`src/rtl/fixed_mul_arbiter.sv`:
```
// fixed_mul_arbiter: round-robin front end for one shared, two-stage
// unsigned fixed-point multiplier. One operand pair is accepted per cycle.
// The result is rounded half-up back to INTW.RATW and returned with the
// requester ID two cycles after the grant.
module fixed_mul_arbiter #(
  parameter int INTW = 10,
  parameter int RATW = 10,
  parameter int NREQ = 4,
  parameter int IDW  = 2
) (
  input  logic                          clk,
  input  logic                          rst,
  input  logic [NREQ-1:0]               req_valid,
  input  logic [NREQ*(INTW+RATW)-1:0]   req_a,
  input  logic [NREQ*(INTW+RATW)-1:0]   req_b,
  output logic [NREQ-1:0]               req_ready,
  output logic                          resp_valid,
  output logic [IDW-1:0]                resp_id,
  output logic [INTW+RATW-1:0]          resp_data
);

  localparam int W = INTW + RATW;
  // Half an output ulp, expressed in product units, for round-half-up.
  localparam logic [2*W-1:0] HALF = {{(2*W-1){1'b0}}, 1'b1} << (RATW - 1);

  // Priority pointer and pipeline registers
  logic [IDW-1:0] ptr_q, ptr_d;
  logic           v1_q, v1_d;
  logic [IDW-1:0] id1_q, id1_d;
  logic [W-1:0]   a1_q, a1_d;
  logic [W-1:0]   b1_q, b1_d;
  logic           resp_valid_q, resp_valid_d;
  logic [IDW-1:0] resp_id_q, resp_id_d;
  logic [W-1:0]   resp_data_q, resp_data_d;

  // Arbitration results
  logic           found;
  logic           hs;
  logic [IDW-1:0] gnt_idx;
  logic [W-1:0]   a_sel;
  logic [W-1:0]   b_sel;
  logic [2*W-1:0] prod;

  // Round-robin scan starting at ptr_q; grant the first valid requester.
  always_comb begin
    logic [IDW:0] idx;
    found     = 1'b0;
    gnt_idx   = '0;
    req_ready = '0;
    idx       = '0;
    for (int k = 0; k < NREQ; k++) begin
      idx = {1'b0, ptr_q} + (IDW+1)'(k);
      if (idx >= (IDW+1)'(NREQ)) begin
        idx = idx - (IDW+1)'(NREQ);
      end
      if (!found && req_valid[idx[IDW-1:0]]) begin
        found   = 1'b1;
        gnt_idx = idx[IDW-1:0];
      end
    end
    // No grant may be issued while the block is held in reset.
    hs = found & ~rst;
    if (hs) begin
      req_ready[gnt_idx] = 1'b1;
    end
    a_sel = req_a[gnt_idx*W +: W];
    b_sel = req_b[gnt_idx*W +: W];
  end

  // Full-width unsigned product of the stage-1 operands.
  assign prod = {{W{1'b0}}, a1_q} * {{W{1'b0}}, b1_q};

  // Next-state: pointer advance, stage-1 capture, stage-2 round and output.
  always_comb begin
    ptr_d        = ptr_q;
    v1_d         = hs;
    id1_d        = id1_q;
    a1_d         = a1_q;
    b1_d         = b1_q;
    resp_valid_d = v1_q;
    resp_id_d    = resp_id_q;
    resp_data_d  = resp_data_q;
    if (hs) begin
      ptr_d = (gnt_idx == IDW'(NREQ - 1)) ? '0 : gnt_idx + IDW'(1);
      id1_d = gnt_idx;
      a1_d  = a_sel;
      b1_d  = b_sel;
    end
    // Outputs hold their last value between results; overflow wraps.
    if (v1_q) begin
      resp_id_d   = id1_q;
      resp_data_d = W'((prod + HALF) >> RATW);
    end
  end

  // State registers with synchronous reset; reset drops in-flight results.
  always_ff @(posedge clk) begin
    if (rst) begin
      ptr_q        <= '0;
      v1_q         <= 1'b0;
      id1_q        <= '0;
      a1_q         <= '0;
      b1_q         <= '0;
      resp_valid_q <= 1'b0;
      resp_id_q    <= '0;
      resp_data_q  <= '0;
    end else begin
      ptr_q        <= ptr_d;
      v1_q         <= v1_d;
      id1_q        <= id1_d;
      a1_q         <= a1_d;
      b1_q         <= b1_d;
      resp_valid_q <= resp_valid_d;
      resp_id_q    <= resp_id_d;
      resp_data_q  <= resp_data_d;
    end
  end

  assign resp_valid = resp_valid_q;
  assign resp_id    = resp_id_q;
  assign resp_data  = resp_data_q;

endmodule

```
`config.mk`:
```
export PLATFORM = sky130hd
export DESIGN_NAME = fixed_mul_arbiter
export DESIGN_NICKNAME = d
export VERILOG_FILES = /design/src/rtl/fixed_mul_arbiter.sv
export SDC_FILE = /design/constraint.sdc
export NUM_CORES = 1
export LEC_CHECK = 0
export BUFFER_PORTS_ARGS = -buffer_cell sky130_fd_sc_hd__clkbuf_2
export CORE_MARGIN = 2
export CORE_UTILIZATION = 35
export DETAILED_ROUTE_END_ITERATION = 6
export SLEW_MARGIN = 0
export SYNTH_ARGS = -nofsm -noshare
export SYNTH_HDL_FRONTEND = slang
export SYNTH_SLANG_ARGS = --single-unit
```
`constraint.sdc`:
```
create_clock -name clk -period 5.93 [get_ports clk]
set_clock_uncertainty 0.15 [all_clocks]
set_input_delay 1.186 -clock clk [delete_from_list [all_inputs] [get_ports clk]]
set_output_delay 1.186 -clock clk [all_outputs]
set_load 0.01 [all_outputs]
```
==> impl_results.md <==
- Worst IR drop on VDD: roughly 420 uV
- Vias in the first global route: approximately 13000
- Port-buffer cells: about 190
- Tmin final: between 6000 and 7000 ps
- Comb pwr share: 0.857
- Synth unique cells: 62
- Mapped Avg Cell Area: 8.34 sq um
- Compound-Gate Fraction of Synth Area: 0.0689
- Largest net degree at the start of global routing: 81
- RSZ-0062 raised after global routing: yes
- Via count: ~12000
- Drt drc: 0
- Post-Synth Simple-Gate Area: 0.216
- Vias per cell: around 4.8
- Gr ovfl total: 0
- Critical path's largest stage delay: approximately 540 ps
- Synth Area in XOR/XNOR: 0.0220
- CP Max Fanout: 6
- Chip height: around 210 um
- TritonRoute pass-1 iters: 5
- Die W: between 200 and 250 um
- Top FF cell, synth: dfxtp_1
- Leakage: 0.00934 uW
- Synth Area in Adders: 0.475
- Clock Latency Late Sink: around 370 ps
- Wirelength per Cell: between 15 and 20 um
- Final Max Tran Viols: 0
- Clock tree buffer depth: 2
- PD cells: around 500 nW/um^2
- Clk pwr share: 0.061
- Post-synthesis mux area share: 0.0102
- Initial antenna violation count: 1
- Placed cell areas: approximately 17000 sq um
- Fill cell count: 4085
- Achievable Freq: 156 MHz
- Hold_buf cts: 0
- Worst min-delay path category: reg -> reg
- Critical path class: reg -> reg
- Buffers & Inverters on Critical Path: 5
- H-Tree Level Count: 3
- Final setup viols: 13
- Routed Antenna Nets: 0
- DR iter-0 viols: 444
- Total CTS buffers: 9
- DIE AREA: about 44000 sq um
- Combinational family with the most area after synthesis: adder cells
- Mapped Area: ~15000 sq um
- Cell family with most CP delay: adder cells
- Total GRT Usage: 0.187
- Design area: around 18000 sq um
- Post-synthesis sequential area ratio: 0.0925
- Int Pwr: about 4700 uW
- Sw frac: 0.484
- Tcrit/Tclk final: 1.08
- Area growth, synth to finish: 23.4%
- Site Rows: 75
- Post-DP HPWL: 33.6 mm
- Slowest CP cell: fa_1
- CTS root buf: clkbuf_16
- GPL Wtd Cong: 0.885
- Core area: about 42000 sq um
- CTS tree: done
- Post-synth EDFFs: 0
- Status: finished, violations left
- Sequential share of power: 0.081
- Ant diodes: 0
- Startpoint types: flip-flop
- Routed wire length: 39.6 mm
- Layout cells sized above 1: 0.253
- Crit-path most repeated cell: fa_1
- PnR Total Power: just over 9000 uW
- Clock-pin slew on the worst setup and hold paths: around 70 ps
- #FFs+latches synth: 68
- First-pass GRT wire length: between 60 and 70 mm
- Syn Inst Count: 1765
- CP cell instances: buf_12 -> and2_4 -> fa_1 -> inv_2 -> fa_1 -> inv_2 -> fa_2 -> fa_1 -> fa_1 -> fa_1 -> inv_1 -> fa_1 -> inv_2 -> ha_4 -> and4_4 -> a21boi_1 -> a22oi_2 -> nand2_2 -> o21ai_2 -> a21boi_2 -> o21a_1 -> or3_1 -> a32o_1
- Yosys warning count: 0
- Share of synthesized registers carrying an async set or reset: 0
- Syn nets: approximately 2300
- Ports: 193
- Failing checks: setup timing
- Starting density of the core: 0.352
- CP endpoint kind: flip-flop
- R2R setup slack: -480 ps
- CTS sink count: ~70
- WP data required: 6040 ps
- Post-layout util: 0.435
- Slew @ Worst Pin: 871 ps
- Hold Fails Final Rpt: 0
- Rel. slew slack: 0.420
- NetSw: 4380 uW
- Post-layout net count: about 2600
- Min setup slack post-route: -479 ps
- WP data arrival: about 6500 ps
- Max-Cap Viols: 0
==> layout make-up <==
cell class,count,area (sq um),area share
Clock buffer,10,229,0.0126
Clock inverter,6,65.1,0.00358
Multi-Input combinational cell,1251,12100,0.667
Sequential cell,68,1430,0.0787
Tap cell,539,674,0.0371
Timing Repair Buffer,371,2400,0.132
Inverter,333,1250,0.0688
==> through the flow <==
step	std cells	setup WS, ps	TNS [ps]	hold slack [ps]
after floorplan	1765	-304	-600	286
after global placement	2539	-607	-6070	295
after detailed placement	2539	-691	-7690	303
after CTS	2573	-539	-5090	311
after global routing	2578	-673	-7190	333
final	2578	-479	-3920	311
==> power by group through the flow <==
stage	logic (uW)	registers (uW)	clock network (uW)
global placement	7040	736	0
detailed placement	7140	741	0
global route	8730	755	594
floorplan	4830	651	0
CTS	7340	730	580
finish	7770	737	555
==> cell families after synthesis <==
kind of cell,count (synthesis)
compound gates,143
xor+xnor,37
fa+ha+maj,392
buf+inv,446
flops,68
mux,15
simple gates,664
==> final timing paths <==
path             from       endpoint  cells past startpoint
max          a1_q[11]  resp_data[13]                     23
min reg2reg  id1_q[1]       id1_q[1]                      2
min          id1_q[1]       id1_q[1]                      2
max reg2reg  a1_q[11]  resp_data[13]                     23
==> sequential cells by signal, summed over array words and instances (netlist names) <==
signal / flops
b1_q: 20
id1_q: 2
resp_valid_d: 1
resp_valid: 1
ptr_q: 2
a1_q: 20
resp_data: 20
resp_id: 2
==> placed cells by master (no fill, tap or decap), drive strengths merged, types with 38 or more instances in the layout <==
| master | Yosys | routed |
|---|---|---|
| dfxtp | 68 | 68 |
| buf | 17 | 179 |
| and3 | 38 | 38 |
| clkbuf | 96 | 202 |
| inv | 332 | 332 |
| nor2 | 69 | 69 |
| ha | 114 | 114 |
| fa | 278 | 278 |
| nand2 | 330 | 330 |
| and2 | 194 | 194 |
| a21oi | 62 | 62 |
==> synthesized netlist by cell type, drive strengths merged (2+ instances only) <==
| master | instances | share of area |
|---|---|---|
| a211oi | 4 | 0.0034 |
| a21boi | 2 | 0.0013 |
| a21o | 4 | 0.0021 |
| a21oi | 62 | 0.021 |
| a221oi | 5 | 0.0038 |
| a311oi | 37 | 0.022 |
| and2 | 194 | 0.082 |
| and3 | 38 | 0.016 |
| and4 | 2 | 0.0014 |
| buf | 17 | 0.0059 |
| clkbuf | 96 | 0.025 |
| dfxtp | 68 | 0.092 |
| fa | 278 | 0.38 |
| ha | 114 | 0.097 |
| inv | 332 | 0.085 |
| mux2i | 15 | 0.010 |
| nand2 | 330 | 0.084 |
| nand2b | 5 | 0.0021 |
| nand3 | 8 | 0.0027 |
| nand4 | 4 | 0.0017 |
| nand4b | 2 | 0.0012 |
| nor2 | 69 | 0.018 |
| nor2b | 2 | 0.00085 |
| nor3 | 2 | 0.0010 |
| o21ai | 11 | 0.0043 |
| o21bai | 3 | 0.0018 |
| o221ai | 2 | 0.0012 |
| o22ai | 5 | 0.0025 |
| or2 | 2 | 0.00085 |
| or3 | 2 | 0.00094 |
| xnor2 | 26 | 0.015 |
| xor2 | 11 | 0.0065 |
==> layer usage <==
metal	track usage	vias to the layer above	wire (um)
li1	-	5866	-
met1	0.228	6044	16000
met2	0.339	339	20500
met3	0.0263	60	1900
met4	0.0653	0	1170
met5	0	-	0
==> worst min-delay path: cells and delay by family, from the launching register on <==
| kind | cells | cell delay (ps) |
|---|---|---|
| compound gates | 1 | 50 |
| flops | 1 | 310 |
| simple gates | 1 | 50 |
==> repair_timing <==
| item | CTS | global route |
|---|---|---|
| setup buffers | 18 | 4 |
| gates resized for setup | 51 | 69 |
| endpoints found under the setup margin | 19 | 20 |
| gates cloned | 0 | 1 |
| pin swaps | 26 | 36 |
| endpoints found under the hold margin | 0 | 0 |
Note: power is estimated with default switching activity, not from simulation.
